`src/rtl/port_io_pkg.sv`:
```
// Shared definitions for the port I/O front end: FSM encoding and default data width.
package port_io_pkg;

    localparam int unsigned WidthDefault = 8;

    typedef enum logic [1:0] {
        StIdle  = 2'd0,
        StDrive = 2'd1,
        StGap   = 2'd2
    } state_e;

endpackage

```
`src/rtl/sync_fifo.sv`:
```
// Single-clock FIFO, power-of-two depth, no bypass: a pushed byte appears at head a cycle later.
module sync_fifo
    import port_io_pkg::*;
#(
    parameter int unsigned WIDTH = WidthDefault,
    parameter int unsigned DEPTH = 4
) (
    input  logic                     clk,
    input  logic                     reset,
    input  logic                     push,
    input  logic [WIDTH-1:0]         push_data,
    input  logic                     pop,
    output logic [WIDTH-1:0]         head_data,
    output logic [$clog2(DEPTH):0]   count,
    output logic                     full,
    output logic                     empty
);

    localparam int unsigned PtrW = $clog2(DEPTH);

    logic [WIDTH-1:0] r_mem [DEPTH];
    logic [PtrW-1:0]  r_wr_ptr;
    logic [PtrW-1:0]  r_rd_ptr;
    logic [PtrW:0]    r_count;

    // Storage needs no reset; occupancy tracking below decides what is valid.
    always_ff @(posedge clk) begin
        if (push) begin
            r_mem[r_wr_ptr] <= push_data;
        end
    end

    // Pointers wrap naturally because DEPTH is a power of two.
    always_ff @(posedge clk or negedge reset) begin
        if (!reset) begin
            r_wr_ptr <= '0;
            r_rd_ptr <= '0;
            r_count  <= '0;
        end else begin
            if (push) begin
                r_wr_ptr <= r_wr_ptr + 1'b1;
            end
            if (pop) begin
                r_rd_ptr <= r_rd_ptr + 1'b1;
            end
            case ({push, pop})
                2'b10:   r_count <= r_count + 1'b1;
                2'b01:   r_count <= r_count - 1'b1;
                default: r_count <= r_count;
            endcase
        end
    end

    assign head_data = r_mem[r_rd_ptr];
    assign count     = r_count;
    assign full      = (r_count == (PtrW + 1)'(DEPTH));
    assign empty     = (r_count == '0);

endmodule

```
`src/rtl/port_io_ctrl.sv`:
```
// Port I/O front end: round-robin intake of two requesters into a FIFO, replay as
// fixed-length port_write pulses with an idle gap, and change detection on port_out.
module port_io_ctrl
    import port_io_pkg::*;
#(
    parameter int unsigned WIDTH     = WidthDefault,
    parameter int unsigned DEPTH     = 4,
    parameter int unsigned PULSE_LEN = 10,
    parameter int unsigned GAP_LEN   = 4
) (
    input  logic                     clk,
    input  logic                     reset,
    input  logic                     req0_valid,
    input  logic [WIDTH-1:0]         req0_data,
    output logic                     req0_ready,
    input  logic                     req1_valid,
    input  logic [WIDTH-1:0]         req1_data,
    output logic                     req1_ready,
    output logic                     port_write,
    output logic [WIDTH-1:0]         port_in,
    input  logic [WIDTH-1:0]         port_out,
    output logic [WIDTH-1:0]         out_data,
    output logic                     out_valid,
    output logic [$clog2(DEPTH):0]   fifo_count,
    output logic                     busy
);

    localparam int unsigned MaxLen = (PULSE_LEN > GAP_LEN) ? PULSE_LEN : GAP_LEN;
    localparam int unsigned CntW   = (MaxLen > 1) ? $clog2(MaxLen) : 1;
    localparam logic [CntW-1:0] PulseLoad = CntW'(PULSE_LEN - 1);
    localparam logic [CntW-1:0] GapLoad   = CntW'(GAP_LEN - 1);

    logic                   r_prio;
    logic                   w_grant1;
    logic                   w_push;
    logic [WIDTH-1:0]       w_push_data;
    logic                   w_pop;
    logic [WIDTH-1:0]       w_head;
    logic [$clog2(DEPTH):0] w_count;
    logic                   w_full;
    logic                   w_empty;

    state_e                 r_state;
    state_e                 w_state_nxt;
    logic [CntW-1:0]        r_cnt;
    logic [CntW-1:0]        w_cnt_nxt;
    logic                   r_port_write;
    logic                   w_port_write_nxt;
    logic [WIDTH-1:0]       r_port_in;
    logic [WIDTH-1:0]       w_port_in_nxt;
    logic [WIDTH-1:0]       r_out_data;
    logic                   r_out_valid;

    // Arbiter: preferred requester wins if valid, otherwise the other one is granted.
    always_comb begin
        w_grant1    = r_prio ? req1_valid : !req0_valid;
        req0_ready  = !w_full && !w_grant1;
        req1_ready  = !w_full && w_grant1;
        w_push      = (req0_valid && req0_ready) || (req1_valid && req1_ready);
        w_push_data = w_grant1 ? req1_data : req0_data;
    end

    // Priority moves to the requester that was not served; held when nothing is pushed.
    always_ff @(posedge clk or negedge reset) begin
        if (!reset) begin
            r_prio <= 1'b0;
        end else if (w_push) begin
            r_prio <= !w_grant1;
        end
    end

    sync_fifo #(
        .WIDTH (WIDTH),
        .DEPTH (DEPTH)
    ) u_fifo (
        .clk       (clk),
        .reset     (reset),
        .push      (w_push),
        .push_data (w_push_data),
        .pop       (w_pop),
        .head_data (w_head),
        .count     (w_count),
        .full      (w_full),
        .empty     (w_empty)
    );

    // Replay FSM next state: pop only when leaving IDLE so port_in is stable during a pulse.
    always_comb begin
        w_state_nxt      = r_state;
        w_cnt_nxt        = r_cnt;
        w_port_write_nxt = r_port_write;
        w_port_in_nxt    = r_port_in;
        w_pop            = 1'b0;
        unique case (r_state)
            StIdle: begin
                if (!w_empty) begin
                    w_pop            = 1'b1;
                    w_port_in_nxt    = w_head;
                    w_port_write_nxt = 1'b1;
                    w_cnt_nxt        = PulseLoad;
                    w_state_nxt      = StDrive;
                end
            end
            StDrive: begin
                if (r_cnt == '0) begin
                    w_port_write_nxt = 1'b0;
                    w_cnt_nxt        = GapLoad;
                    w_state_nxt      = StGap;
                end else begin
                    w_cnt_nxt = r_cnt - 1'b1;
                end
            end
            StGap: begin
                if (r_cnt == '0) begin
                    w_state_nxt = StIdle;
                end else begin
                    w_cnt_nxt = r_cnt - 1'b1;
                end
            end
            default: begin
                w_state_nxt      = StIdle;
                w_port_write_nxt = 1'b0;
            end
        endcase
    end

    // Replay FSM state and registered port drive.
    always_ff @(posedge clk or negedge reset) begin
        if (!reset) begin
            r_state      <= StIdle;
            r_cnt        <= '0;
            r_port_write <= 1'b0;
            r_port_in    <= '0;
        end else begin
            r_state      <= w_state_nxt;
            r_cnt        <= w_cnt_nxt;
            r_port_write <= w_port_write_nxt;
            r_port_in    <= w_port_in_nxt;
        end
    end

    // Output monitor: register port_out and pulse when the registered value changes.
    always_ff @(posedge clk or negedge reset) begin
        if (!reset) begin
            r_out_data  <= '0;
            r_out_valid <= 1'b0;
        end else begin
            r_out_data  <= port_out;
            r_out_valid <= (port_out != r_out_data);
        end
    end

    assign port_write = r_port_write;
    assign port_in    = r_port_in;
    assign out_data   = r_out_data;
    assign out_valid  = r_out_valid;
    assign fifo_count = w_count;
    assign busy       = (r_state != StIdle) || !w_empty;

endmodule

```
`config.mk`:
```
export PLATFORM = sky130hd
export DESIGN_NAME = port_io_ctrl
export DESIGN_NICKNAME = d
export VERILOG_FILES = /design/src/rtl/port_io_pkg.sv /design/src/rtl/sync_fifo.sv /design/src/rtl/port_io_ctrl.sv
export SDC_FILE = /design/constraint.sdc
export NUM_CORES = 1
export LEC_CHECK = 0
export BUFFER_PORTS_ARGS = -buffer_cell sky130_fd_sc_hd__buf_4
export CAP_MARGIN = 20
export CELL_PAD_IN_SITES_DETAIL_PLACEMENT = 1
export CELL_PAD_IN_SITES_GLOBAL_PLACEMENT = 2
export CORE_UTILIZATION = 40
export CTS_BUF_LIST = sky130_fd_sc_hd__clkbuf_4
export CTS_CLUSTER_DIAMETER = 30
export DETAILED_ROUTE_END_ITERATION = 10
export PLACE_DENSITY_LB_ADDON = 0.25
export SLEW_MARGIN = 20
export SYNTH_ARGS = -nofsm -noshare
export SYNTH_HDL_FRONTEND = slang
export SYNTH_SLANG_ARGS = --single-unit
```
`constraint.sdc`:
```
create_clock -name clk -period 2.8 [get_ports clk]
set_input_delay 0.28 -clock clk [delete_from_list [all_inputs] [get_ports clk]]
set_output_delay 0.28 -clock clk [all_outputs]
set_load 0.05 [all_outputs]
```
==> run_results.csv <==
group,metric,value,unit
worst_hold_path,timing.hold.worst.class,"in2reg",
worst_setup_path,worst_setup_path_startpoint,"r_state[0]",
cts,cts-buffers-inserted,9,
power_and_ir_drop,leakagePower,1.52,nW
worst_setup_path,worst-endpoint-arrival,2.50,ns
layout,layout-drive-gt1-share,0.378,
layout,area.growth.synth_to_final,25.8,%
logic_synthesis,yosys_register_bits,64,
logic_synthesis,netlist-cell-type-count,38,
timing,final-setup-viol-count,0,
layout,finish.net_count,297,
route,topRoutingLayerUsed,"met4",
timing,timing.slew.headroom,0.596,
cts,cts.repair_timing.setup_buffer_count,0,
timing,worst_slew_pin_slew,0.607,ns
floorplanning,initial_utilization,0.422,
global_route,grt_start_max_net_pins,33,
timing,rsz0062_at_grt,"false",
logic_synthesis,netlist_instances,190,
layout,antenna_cells_inserted,0,
logic_synthesis,netlist.top_cell.by_area,"sky130_fd_sc_hd__edfxtp_1",
logic_synthesis,synth_ff_type,"sky130_fd_sc_hd__edfxtp_1",
worst_setup_path,critPathBufInv,2,
worst_hold_path,hp-start,"req1_valid",
worst_setup_path,critical-path-max-stage-delay,0.41,ns
global_route,first_global_vias,1911,
worst_setup_path,setup.worst_path.class,"reg2reg",
logic_synthesis,post_synth_instance_area,2910,um2
logic_synthesis,synth-seq-area-share,0.605,
timing,post-route-period-util,0.773,
cts,post_cts_resized,0,
flow_run,cap_viol_max_count,0,
worst_setup_path,critical_path.reg2reg.startpoint,"r_state[0]",
logic_synthesis,average_cell_area_after_synthesis,15.3,um2
route,drt-met1-wl,2.67,mm
route,final_antenna_net_count,0,
worst_setup_path,worstPathRequired,3.13,ns
place,place.port_buffers,51,
cts,ctsHtreeMaxLevel,3,
cts,cts.clk_slew.worst_paths,0.11,ns
floorplanning,ios,52,
route,wl_met2,2.86,mm
worst_setup_path,destination_of_the_worst_register_to_register_timing_path,"u_fifo.count[2]",
global_route,grt_first_pass_wirelength,9.62,mm
timing,finalCriticalPeriod,2.16,ns
global_route,grt-ovfl-total,0,
floorplanning,placement_rows,30,
cts,clockRootBuffer,"sky130_fd_sc_hd__clkbuf_4",
timing,slew_viol_final,0,
logic_synthesis,synth.top_cells.by_area,"sky130_fd_sc_hd__edfxtp_1 (33%), sky130_fd_sc_hd__dfrtp_1 (27%), sky130_fd_sc_hd__mux4_2 (6.2%)",
place,place_congestion,0.667,
worst_hold_path,holdPathEnd,"r_prio",
worst_setup_path,crit_path_start_kind,"flop",
timing,timing.clock.skew,0.0179,ns
route,detail_route.drc_violations,0,
timing,final_setup_tns,0,ns
cts,clock_tree.buffer_depth,2,
worst_setup_path,timing.critical_path.max_delay_family,"adder cells",
layout,post-route-util,0.531,
cts,cts_num_sinks,64,
power_and_ir_drop,totalPowerFinal,4.46,mW
global_route,initial_antenna_violation_count,0,
floorplanning,floorplan.die_area,7630,um2
route,routed_wire_length_per_instance,16.4,um
route,route.vias.total,1753,
route,first_iter_violations,46,
worst_setup_path,cp-end-kind,"flop",
worst_setup_path,critPathSlowestCell,"sky130_fd_sc_hd__dfrtp_1",
floorplanning,core_region_area,6910,um2
timing,fmax,0.462,GHz
place,detailedPlacementHpwl,3.98,mm
cts,clk-insertion-delay-late,0.40,ns
logic_synthesis,postSynthNetCount,230,
route,detailedRoute.firstPassIterationCount,4,
logic_synthesis,yosys-top-cells-count,"sky130_fd_sc_hd__dfrtp_1 (32), sky130_fd_sc_hd__edfxtp_1 (32), sky130_fd_sc_hd__ha_1 (11), sky130_fd_sc_hd__inv_1 (11), sky130_fd_sc_hd__xor2_1 (11)",
worst_setup_path,r2r_cells,9,
cts,tritoncts_clock_tree,"done",
worst_hold_path,worst_hold_path.num_cells,2,
timing,worst_hold_slack,0.113,ns
worst_setup_path,reg2reg_setup_slack,0.64,ns
logic_synthesis,yosysWarningCount,0,
outcome,run_status,"finished, final reports clean",
worst_setup_path,timing.critical_path.fanout_max,6,
global_route,grt.total_usage,0.174,
worst_setup_path,crit_chain,"inv_1 -> ha_1 -> nor2b_2 -> ha_1 -> inv_1 -> fa_1 -> xor2_1 -> nor2_1 -> xor2_1",
logic_synthesis,synth_edf_count,32,
power_and_ir_drop,p_per_area,1220,nW/um2
logic_synthesis,proportion_of_synthesized_flip_flops_having_asynchronous_set_or_reset,0.500,
route,routed-wl-met3,218,um
route,vias_per_cell,4.90,
floorplanning,die_height,87.4,um
timing,hold_violations,0,
floorplanning,die_width,87.4,um
logic_synthesis,netlist.area_leader.share,0.330,
power_and_ir_drop,vdd_drop_max,537,uV
route,aggregate_routed_wire_length,5.87,mm
==> cells in the final DEF (no fill, tap or decap), drive strengths merged, types with 2 or more instances in the layout <==
master / synthesis / routed
nor3: 4 / 4
xor2: 11 / 11
mux4: 8 / 8
dlygate4sd3: 0 / 9
inv: 11 / 12
dfrtp: 32 / 32
clkbuf: 1 / 11
nor2b: 2 / 2
mux2: 18 / 18
and2: 6 / 6
bufinv: 0 / 3
xnor2: 3 / 3
nor4: 3 / 3
nand2b: 3 / 3
nand2: 7 / 7
buf: 4 / 52
nor2: 5 / 5
a21oi: 8 / 8
ha: 11 / 11
a31oi: 2 / 2
a22o: 2 / 2
edfxtp: 32 / 32
o21ai: 6 / 6
==> worst reg2reg max path, delay by kind of cell, from the launching register on <==
| family | cells | cell delay (ns) |
|---|---|---|
| buffers and inverters | 2 | 0.17 |
| DFF | 1 | 0.41 |
| xor gates and xnor gates | 2 | 0.30 |
| and+or+nand+nor | 2 | 0.34 |
| adders and majority gates | 3 | 0.88 |
==> logic make-up after synthesis <==
logic type | count (synthesis) | share of synthesized area
compound gates | 23 | 0.0545
xor+xnor | 14 | 0.0421
fa+ha+maj | 12 | 0.0541
buf+inv | 16 | 0.0266
flops | 64 | 0.605
mux | 27 | 0.148
simple gates | 34 | 0.0700
==> repair_timing <==
item | in CTS | in global routing
setup endpoints to repair | 0 | 0
hold buffers | 9 | 0
endpoints found under the hold margin | 40 | 0
==> sequential cells by signal, summed over array words and instances, names as in the netlist <==
register         count
port_write           1
r_cnt                4
r_state              2
u_fifo.count         3
u_fifo.r_rd_ptr      2
u_fifo.r_mem        32
out_valid            1
u_fifo.r_wr_ptr      2
out_data             8
r_prio               1
port_in              8
==> power by group <==
group	switching, mW	internal (mW)	leakage (nW)
logic	1.14	0.892	0.752
registers	0.257	1.36	0.670
clock network	0.337	0.475	0.101
==> worst max-delay path by stage <==
stage | endpoint | slack (ns) | depth (start not counted)
after floorplan | u_fifo.count[2] | 0.58 | 9
after global placement | u_fifo.count[2] | 0.72 | 9
after detailed placement | u_fifo.count[2] | 0.65 | 9
after CTS | u_fifo.count[2] | 0.62 | 9
after global routing | u_fifo.count[2] | 0.45 | 9
final | u_fifo.count[2] | 0.64 | 9
==> layer usage <==
metal / vias up / track usage
met3: 9 / 0.0360
li1: 829 / -
met5: - / 0
met1: 873 / 0.216
met4: 0 / 0.0849
met2: 42 / 0.288
==> through the flow <==
stage	instance area (um2)	setup WS (ns)	std cells
floorplan	2910	0.582	190
global placement	3390	0.719	333
detailed placement	3390	0.654	333
CTS	3660	0.617	358
global route	3660	0.448	358
finish	3660	0.635	358
==> final cells by class <==
cell class	count	area [um2]
repair buffers	61	480
clock inverters	5	104
inverters	11	41.3
fillers	725	3240
flip-flops and latches	64	1760
clock buffers	11	82.6
multi-input cells	110	1070
well taps	96	120
Note: power is estimated with default switching activity, not from simulation.
